--- config.mk ---
export PLATFORM = sky130hd
export DESIGN_NAME = gte_ucode_sequencer
export DESIGN_NICKNAME = d
export VERILOG_FILES = /design/src/rtl/gte_ucode_sequencer.sv
export SDC_FILE = /design/constraint.sdc
export NUM_CORES = 1
export LEC_CHECK = 0
export BUFFER_PORTS_ARGS = -buffer_cell sky130_fd_sc_hd__buf_2
export CAP_MARGIN = 30
export CELL_PAD_IN_SITES_DETAIL_PLACEMENT = 0
export CELL_PAD_IN_SITES_GLOBAL_PLACEMENT = 1
export CORE_MARGIN = 2
export CORE_UTILIZATION = 35
export CTS_CLUSTER_DIAMETER = 150
export DETAILED_ROUTE_END_ITERATION = 6
export HOLD_SLACK_MARGIN = 0.06
export PLACE_DENSITY_LB_ADDON = 0.05
export REMOVE_ABC_BUFFERS = 1
export SLEW_MARGIN = 25
export SYNTH_ARGS = -nofsm -noshare
export SYNTH_HDL_FRONTEND = slang
export SYNTH_SLANG_ARGS = --single-unit
--- constraint.sdc ---
create_clock -name i_clk -period 6.9 [get_ports i_clk]
set_clock_uncertainty 0.15 [all_clocks]
set_input_delay 0.345 -clock i_clk [delete_from_list [all_inputs] [get_ports i_clk]]
set_output_delay 0.345 -clock i_clk [all_outputs]
set_load 0.01 [all_outputs]
--- src/rtl/gte_ucode_sequencer.sv ---
// GTE microcode sequencer: per-opcode start table plus a registered microcode store, streamed under valid/stall.
// Define GTE_UCODE_WRITE_EN to add an IDLE-only write port that overlays both storages.
module gte_ucode_sequencer #(
    parameter int PC_W    = 9,
    parameter int DEPTH   = 512,
    parameter int ENTRY_W = 96,
    parameter int OPC_W   = 6
) (
    input  logic               i_clk,
    input  logic               i_nRst,
    input  logic               i_start,
    input  logic [OPC_W-1:0]   i_instr,
    input  logic               i_stall,
`ifdef GTE_UCODE_WRITE_EN
    input  logic               i_wrEn,
    input  logic               i_wrSel,
    input  logic [PC_W-1:0]    i_wrAddr,
    input  logic [ENTRY_W-1:0] i_wrData,
`endif
    output logic               o_busy,
    output logic               o_valid,
    output logic [ENTRY_W-2:0] o_entry,
    output logic [PC_W-1:0]    o_pc,
    output logic               o_last,
    output logic               o_done,
    output logic               o_illegal,
    output logic               o_overrun
);

    localparam logic [PC_W-1:0] LAST_PC = PC_W'(DEPTH - 1);

    typedef enum logic [1:0] {S_IDLE, S_FETCH, S_RUN, S_DONE} state_t;

    // Built-in image: opcode -> first microcode address (0 = no microcode).
    function automatic logic [PC_W-1:0] table_rom(input logic [OPC_W-1:0] op);
        case (op)
            OPC_W'(6'h06): table_rom = PC_W'(9'h010);
            OPC_W'(6'h07): table_rom = PC_W'(9'h1FE);
            OPC_W'(6'h08): table_rom = PC_W'(9'h020);
            OPC_W'(6'h09): table_rom = PC_W'(9'h030);
            default:       table_rom = '0;
        endcase
    endfunction

    // Built-in image: payload tagged with its own address, lastInstr on program tails.
    function automatic logic [ENTRY_W-1:0] store_rom(input logic [PC_W-1:0] a);
        logic last;
        last = (a == PC_W'(9'h012)) || (a == PC_W'(9'h023)) || (a == PC_W'(9'h030));
        store_rom = {last, (ENTRY_W-1)'({7'h55, a, 16'hC0DE, a})};
    endfunction

    state_t             state;
    logic [PC_W-1:0]    pc;
    logic [PC_W-1:0]    rd_addr;
    logic [PC_W-1:0]    start_addr;
    logic [ENTRY_W-1:0] rd_data;
    logic [ENTRY_W-1:0] rd_q;
    logic               accept;
    logic               consume;
    logic               is_last;

    assign accept  = ((state == S_IDLE) || (state == S_DONE)) && i_start;
    assign consume = o_valid && !i_stall;
    assign is_last = rd_q[ENTRY_W-1];

`ifdef GTE_UCODE_WRITE_EN
    logic [PC_W-1:0]    tbl_ram [2**OPC_W];
    logic [2**OPC_W-1:0] tbl_wr;
    logic [ENTRY_W-1:0] st_ram [DEPTH];
    logic [DEPTH-1:0]   st_wr;
    logic               tbl_we;
    logic               st_we;

    assign tbl_we = i_wrEn && (state == S_IDLE) && i_wrSel;
    assign st_we  = i_wrEn && (state == S_IDLE) && !i_wrSel && (32'(i_wrAddr) < DEPTH);

    // A table write in the same cycle as i_start must be visible to the lookup.
    always_comb begin
        start_addr = table_rom(i_instr);
        if (tbl_we && (i_wrAddr[OPC_W-1:0] == i_instr))
            start_addr = i_wrData[PC_W-1:0];
        else if (tbl_wr[i_instr])
            start_addr = tbl_ram[i_instr];
    end

    assign rd_data = st_wr[rd_addr] ? st_ram[rd_addr] : store_rom(rd_addr);

    always_ff @(posedge i_clk) begin
        if (tbl_we) tbl_ram[i_wrAddr[OPC_W-1:0]] <= i_wrData[PC_W-1:0];
        if (st_we)  st_ram[i_wrAddr]             <= i_wrData;
    end

    always_ff @(posedge i_clk or negedge i_nRst) begin
        if (!i_nRst) begin
            tbl_wr <= '0;
            st_wr  <= '0;
        end else begin
            if (tbl_we) tbl_wr[i_wrAddr[OPC_W-1:0]] <= 1'b1;
            if (st_we)  st_wr[i_wrAddr]             <= 1'b1;
        end
    end
`else
    assign start_addr = table_rom(i_instr);
    assign rd_data    = store_rom(rd_addr);
`endif

    // Read address: new start on accept, pc+1 on a non-final consume, else re-read pc.
    always_comb begin
        rd_addr = pc;
        if (accept)
            rd_addr = start_addr;
        else if ((state == S_RUN) && consume && !is_last && (pc != LAST_PC))
            rd_addr = pc + PC_W'(1);
    end

    always_ff @(posedge i_clk or negedge i_nRst) begin
        if (!i_nRst) begin
            state     <= S_IDLE;
            pc        <= '0;
            rd_q      <= '0;
            o_busy    <= 1'b0;
            o_valid   <= 1'b0;
            o_done    <= 1'b0;
            o_illegal <= 1'b0;
            o_overrun <= 1'b0;
        end else begin
            rd_q      <= rd_data;
            o_done    <= 1'b0;
            o_illegal <= 1'b0;
            o_overrun <= 1'b0;
            case (state)
                S_IDLE, S_DONE: begin
                    state <= S_IDLE;
                    if (i_start) begin
                        if (start_addr == '0) begin
                            state     <= S_DONE;
                            o_done    <= 1'b1;
                            o_illegal <= 1'b1;
                        end else begin
                            state  <= S_FETCH;
                            pc     <= start_addr;
                            o_busy <= 1'b1;
                        end
                    end
                end
                S_FETCH: begin
                    state   <= S_RUN;
                    o_valid <= 1'b1;
                end
                S_RUN: begin
                    if (consume) begin
                        if (is_last || (pc == LAST_PC)) begin
                            state     <= S_DONE;
                            o_busy    <= 1'b0;
                            o_valid   <= 1'b0;
                            o_done    <= 1'b1;
                            o_overrun <= !is_last;
                        end else begin
                            pc <= pc + PC_W'(1);
                        end
                    end
                end
                default: state <= S_IDLE;
            endcase
        end
    end

    assign o_entry = rd_q[ENTRY_W-2:0];
    assign o_pc    = pc;
    assign o_last  = o_valid && is_last;

endmodule

==> reports/qor.yml, run 1 <==
status: "completed"
dieArea_sq_mm: 0.00729
placed_area_sq_mm: 0.00218
globalRouteOverflowTotal: 0
insertion_delay_ps: 270
post-place-ws_ps: 3750
layout_min_cycle_time_ps: 3170
layout_worst_path_cycle_share_pct: 45.9
drt_wl_total_microns: 4600
synthTopCellsByArea: "buf_4 (31%), dfrtp_1 (29%), a21oi_1 (4.1%)"
synthAdderAreaFrac_pct: 2.16
p_int_uw: 480
critical_path.max_fanout: 18
synth_compound_area_share_pct: 15.6
yosys.area.top_type_share_pct: 30.8
grt_pass1_vias: 1347
p_leak_nw: 1.17
p_per_area_mw_per_mm2: 410
cts.clk_slew.worst_paths_ps: 100
max-cap-violations: 0
core_sq_mm: 0.00639
fin_area_sq_mm: 0.00223
synth.largest_area_cell: "buf_4"
numPortBuffers: 54
maxSlewViolCount: 0
cp-end-kind: "flop"
route.detailed.drc: 0
boundaryPins: 120
reg2reg_from: "o_pc[0]"
r2r_setup_slack_ps: 3730
post-synth-top-count-cell: "buf_4"
cts_buffers: 3
worst_pin_slew_ps: 735
wl_met1_microns: 2200
syn_inst: 276
start_util_pct: 36.3
power_frac_clock_pct: 10.0
whs_path_depth: 3
switching_share_pct: 47.6
ys_warn_count: 0
p_seq_share_pct: 32.7
ys_dominant_reg_cell: "dfrtp_1"
ys_seq_area_share_pct: 29.1
hold_viol: 0
detailed_place_hpwl_microns: 3590
worstHoldStart: "i_stall"
grtUsageTotal_pct: 12.3
synth_cell_type_count: 49
fin_hold_ws_ps: 344
r2r-end: "o_pc[3]"
yosys.area_share.simple_pct: 16.9
layout-drive-gt1-share_pct: 22.2
antenna_left: 0
htreeDepth: 1
dr_total_vias: 1661
grt_setup_unrepaired: "false"
fin_nets: 312
antenna_found_initial: 0
ctsResizeCount: 0
wl_met3_microns: 392
cts_root_buf: "clkbuf_8"
p_comb_share_pct: 57.4
slew_headroom_pct: 50.9
avgRoutedWirePerCell_microns: 12.3
multiInputGateArea_sq_mm: 0.00111
fin_tns_setup_ps: 0
area_growth_syn_to_layout_pct: -3.62
synthXorXnorAreaFrac_pct: 1.89
ys_ff_latch: 27
synthMuxAreaShare_pct: 0.486
die_w_microns: 85.4
hold_path_end: "o_overrun"
layoutNonFillerInstCount: 374
worstPathRequired_ps: 6920
wl_met2_microns: 1970
cp_slowest_cell: "a211oi_4"
p_switching_uw: 436
fill_cells: 675
finalWorstSetupSlack_ps: 3730
cp_data_arrival_time_ps: 3190
cts_sinks: 27
viasPerCell: 4.44
syn_area_sq_mm: 0.00232
cts_tree: "built"
slowest_delay_ps: 640
crit_top_cell: "ha_1"
rows: 29
register_area_sq_um: 676
synth_top_family_by_area: "buffers and inverters"
hold_path.class: "in2reg"
cts_buffer_depth: 2
synthTopCellsByCount: "buf_4 (95), dfrtp_1 (27), a21oi_1 (19)"
highest_layer: "met4"
fp.dieH_microns: 85.4
grt_pass1_wl_microns: 7180
fmax_ghz: 0.316
dp_cells: 369
r2r_cells: 10
setup_viol: 0
worstPathCellList: "ha_1, nand3_1, nor3_1, ha_1, or2_1, o21a_1, a211oi_4, nand2b_2, nand2b_4, o211a_1"
synthArstFlopShare_pct: 100
ir_drop_mv: 0.151
path_class: "reg2reg"
drt_pre_antenna_iters: 4
grt_max_degree: 28
first_iter_violations: 62
worstSetupStartpointType: "flop"
routabilityCongestion: 0.759
synth.avg_cell_area_sq_um: 8.40
synth_edf_count: 0
diodes: 0
==> power by group through the flow <==
stage | clock network [mW] | registers, mW | logic, mW
after floorplan | 0 | 0.333 | 0.312
after global placement | 0 | 0.302 | 0.536
after detailed placement | 0 | 0.304 | 0.530
after CTS | 0.0971 | 0.301 | 0.532
after global routing | 0.104 | 0.312 | 0.585
final | 0.0911 | 0.299 | 0.526
==> logic make-up (layout without fill, tap and decap cells) <==
logic type,count (synthesis),in the layout
DFF,27,27
buffers and inverters,109,66
adders and majority gates,4,4
AOI/OAI and AO/OA,57,57
and+or+nand+nor,71,71
other,2,66
muxes,1,1
xor gates and xnor gates,5,5
==> cells in the final DEF (no fill, tap or decap), types with 2 or more instances in the layout <==
| cell | synthesis | layout |
|---|---|---|
| nand3b_1 | 2 | 2 |
| conb_1 | 2 | 66 |
| a21oi_1 | 19 | 19 |
| and3_1 | 5 | 5 |
| o211a_1 | 3 | 3 |
| nor4_1 | 2 | 2 |
| o21a_1 | 2 | 2 |
| nor3_1 | 4 | 4 |
| o21ai_0 | 13 | 13 |
| inv_1 | 6 | 6 |
| and2_1 | 3 | 3 |
| nor2_1 | 16 | 16 |
| buf_2 | 3 | 54 |
| and3b_1 | 2 | 2 |
| nand2_1 | 13 | 13 |
| o22ai_1 | 4 | 4 |
| o21ai_1 | 3 | 3 |
| a31oi_1 | 3 | 3 |
| clkbuf_8 | 0 | 3 |
| ha_1 | 4 | 4 |
| or3_1 | 2 | 2 |
| nand3_1 | 5 | 5 |
| nor2b_1 | 3 | 3 |
| nand2b_1 | 3 | 3 |
| nand4_1 | 2 | 2 |
| dfrtp_1 | 27 | 27 |
| xnor2_1 | 5 | 5 |
==> worst max path at each step <==
stage | from | to | slack [ps] | cells past startpoint
floorplan | o_pc[0] | o_pc[5] | 4110 | 10
global placement | o_pc[0] | o_pc[3] | 3830 | 10
detailed placement | o_pc[0] | o_pc[3] | 3750 | 10
CTS | o_pc[0] | o_pc[3] | 3730 | 10
global route | o_pc[0] | rd_q[95] | 3450 | 10
finish | o_pc[0] | o_pc[3] | 3730 | 10
==> registers in the layout, indices dropped and copies added (netlist names) <==
signal,count
o_illegal,1
rd_q,11
o_pc,9
o_busy,1
o_done,1
o_overrun,1
state,2
o_valid,1
==> what timing repair did <==
| action | CTS | global route |
|---|---|---|
| setup endpoints to repair | 0 | 0 |
| hold buffers | 1 | 0 |
| setup buffers | 0 | 0 |
| endpoints found under the hold margin | 27 | 0 |
==> layout make-up <==
| type | instances | area share, % |
|---|---|---|
| clock buffers | 3 | 1.85 |
| clock inverters | 1 | 0.224 |
| inverters | 6 | 1.01 |
| multi-input cells | 204 | 49.5 |
| flip-flops and latches | 27 | 30.2 |
| well taps | 77 | 4.31 |
| repair buffers | 56 | 12.9 |
==> through the flow <==
stage	power (mW)	utilization, %
2_1_floorplan	0.645	-
3_3_place_gp	0.838	34.1
3_5_place_dp	0.833	34.1
4_1_cts	0.930	35.0
5_1_grt	1.00	35.0
6_report	0.916	35.0
==> metal layers <==
metal	GRT usage (%)	vias up
li1	-	818
met1	17.7	740
met2	19.5	101
met3	1.85	2
met4	3.17	0
met5	0	-
==> worst max-delay path, delay by kind of cell, from the launching register on <==
kind	cells	cell delay, ps
AND/OR/NAND/NOR	5	920
flip-flops	1	510
adder cells (fa/ha/maj)	2	500
AO/OA/AOI/OAI	3	990
Power figures use the tool's default switching activity.
==> run 2: changes to the inputs <==
Settings changed: CORE_UTILIZATION 35 to 29.
Clock period 6.9 ns to 2.9 ns, I/O delays scaled along.
==> reports/qor.yml, run 2 (synthesized netlist as in run 1, its figures left out) <==
status: "completed"
fin_tns_setup_ps: 0
worstPathRequired_ps: 2920
antenna_found_initial: 0
largest_register: "rd_q"
slew_headroom_pct: 56.6
p_comb_share_pct: 62.8
p_int_mw: 1.26
cts.clk_slew.worst_paths_ps: 110
worst_pin_slew_ps: 651
fmax_ghz: 0.378
switching_share_pct: 46.8
cts_sinks: 27
globalRouteOverflowTotal: 0
antenna_left: 0
hold_viol: 0
cp-end-kind: "flop"
fin_nets: 324
diodes: 0
boundaryPins: 120
grt_pass1_wl_microns: 8220
fill_cells: 875
grt_pass1_vias: 1566
start_util_pct: 30.0
first_iter_violations: 66
core_sq_mm: 0.00773
htreeDepth: 1
numPortBuffers: 54
fin_util_pct: 30.7
r2r_setup_slack_ps: 250
p_leak_nw: 1.23
path_class: "reg2reg"
avgRoutedWirePerCell_microns: 12.7
die_w_microns: 93.4
r2r-end: "o_pc[3]"
r2r_cells: 11
dieArea_sq_mm: 0.00873
hold_path.class: "in2reg"
detailed_place_hpwl_microns: 4100
cts_root_buf: "clkbuf_8"
critPathLaunch: "o_pc[0]"
layout-drive-gt1-share_pct: 25.6
layout_min_cycle_time_ps: 2650
critical_path.max_fanout: 18
cts_buffers: 3
cp-endpoint: "o_pc[3]"
rows: 32
power_frac_clock_pct: 9.8
grt_max_degree: 28
p_seq_share_pct: 27.5
layout_worst_path_cycle_share_pct: 91.3
ir_drop_mv: 0.267
viasPerCell: 4.20
dp_cells: 406
drt_wl_total_microns: 5230
fp.dieH_microns: 93.4
drt_pre_antenna_iters: 4
cts_tree: "built"
reg2reg_from: "o_pc[0]"
p_switching_mw: 1.11
worstSetupStartpointType: "flop"
dr_total_vias: 1728
insertion_delay_ps: 280
largest_reg_flops: 11
maxSlewViolCount: 0
area_growth_syn_to_layout_pct: 2.27
final_cell_mix: "conb_1 (66), buf_2 (54), dfrtp_1 (27), a21oi_1 (19), nor2_1 (15)"
routabilityCongestion: 0.786
cts_buffer_depth: 2
setup_viol: 0
cp_data_arrival_time_ps: 2670
route.detailed.drc: 0
grt_setup_unrepaired: "false"
grtUsageTotal_pct: 12.0
layoutNonFillerInstCount: 411
total_power_mw: 2.37
max-cap-violations: 0
layout_commonest_cell: "conb_1"
p_per_area_mw_per_mm2: 1000
[run 2: changes by cell type in the layout (fill, tap and decap cells not counted), sizes merged]
cell	before	now
buf	55	67
[run 2: timing repair]
action,CTS,global route
endpoints found under the setup margin,0,1
setup buffers,0,0
gates resized for setup,0,1
hold endpoints to repair,27,0
hold buffers,1,0
[run 2: area by class of cell]
| class | instances | area [sq um] | share of cell area [%] |
|---|---|---|---|
| Tap cell | 102 | 128 | 5.38 |
| Sequential cell | 27 | 676 | 28.5 |
| Clock buffer | 3 | 41.3 | 1.74 |
| Timing Repair Buffer | 68 | 390 | 16.5 |
| Inverter | 6 | 22.5 | 0.950 |
| Multi-Input combinational cell | 204 | 1110 | 46.8 |
| Clock inverter | 1 | 5.00 | 0.211 |
[run 2: power by group through the flow]
stage / Sequential, mW / Combinational [mW] / Clock (mW)
2_1_floorplan: 0.793 / 0.741 / 0
3_3_place_gp: 0.662 / 1.52 / 0
3_5_place_dp: 0.662 / 1.50 / 0
4_1_cts: 0.654 / 1.50 / 0.244
5_1_grt: 0.677 / 1.66 / 0.259
6_report: 0.651 / 1.49 / 0.232
[run 2: layer usage]
metal,global-route usage (%),wire (microns),part of all wire (%)
met2,19.9,2410,46
met1,16.5,2430,47
met3,1.45,325,6.2
met4,3.31,53,1.0
met5,0,0,0
[run 2: worst max-delay path, cell delays in order (launching register included)]
cell	delay, ps
dfrtp_1	390
ha_1	250
nand3_1	120
nor3_1	70
ha_1	220
or2_1	300
o21a_1	230
a211oi_4	250
buf_12	180
nand2b_2	90
nand2b_4	160
o211a_1	130
[run 2: stage by stage]
| step | hold slack, ps | setup slack [ps] | cell area, sq um |
|---|---|---|---|
| final | 138 | 253 | 2370 |
| after CTS | 141 | 244 | 2370 |
| after floorplan | -301 | 106 | 1800 |
| after global routing | 163 | 28.8 | 2370 |
| after detailed placement | 82.2 | 269 | 2310 |
| after global placement | 71.3 | 312 | 2310 |
[run 2: worst min-delay path by stage]
stage	start	end	slack (ps)	cells past startpoint
global placement	i_nRst	o_pc[4]	70	1
CTS	i_stall	o_overrun	140	3
global route	i_start	state[1]	160	5
detailed placement	i_nRst	o_pc[4]	80	1
floorplan	i_nRst	o_busy	-300	0
finish	i_stall	o_overrun	140	3
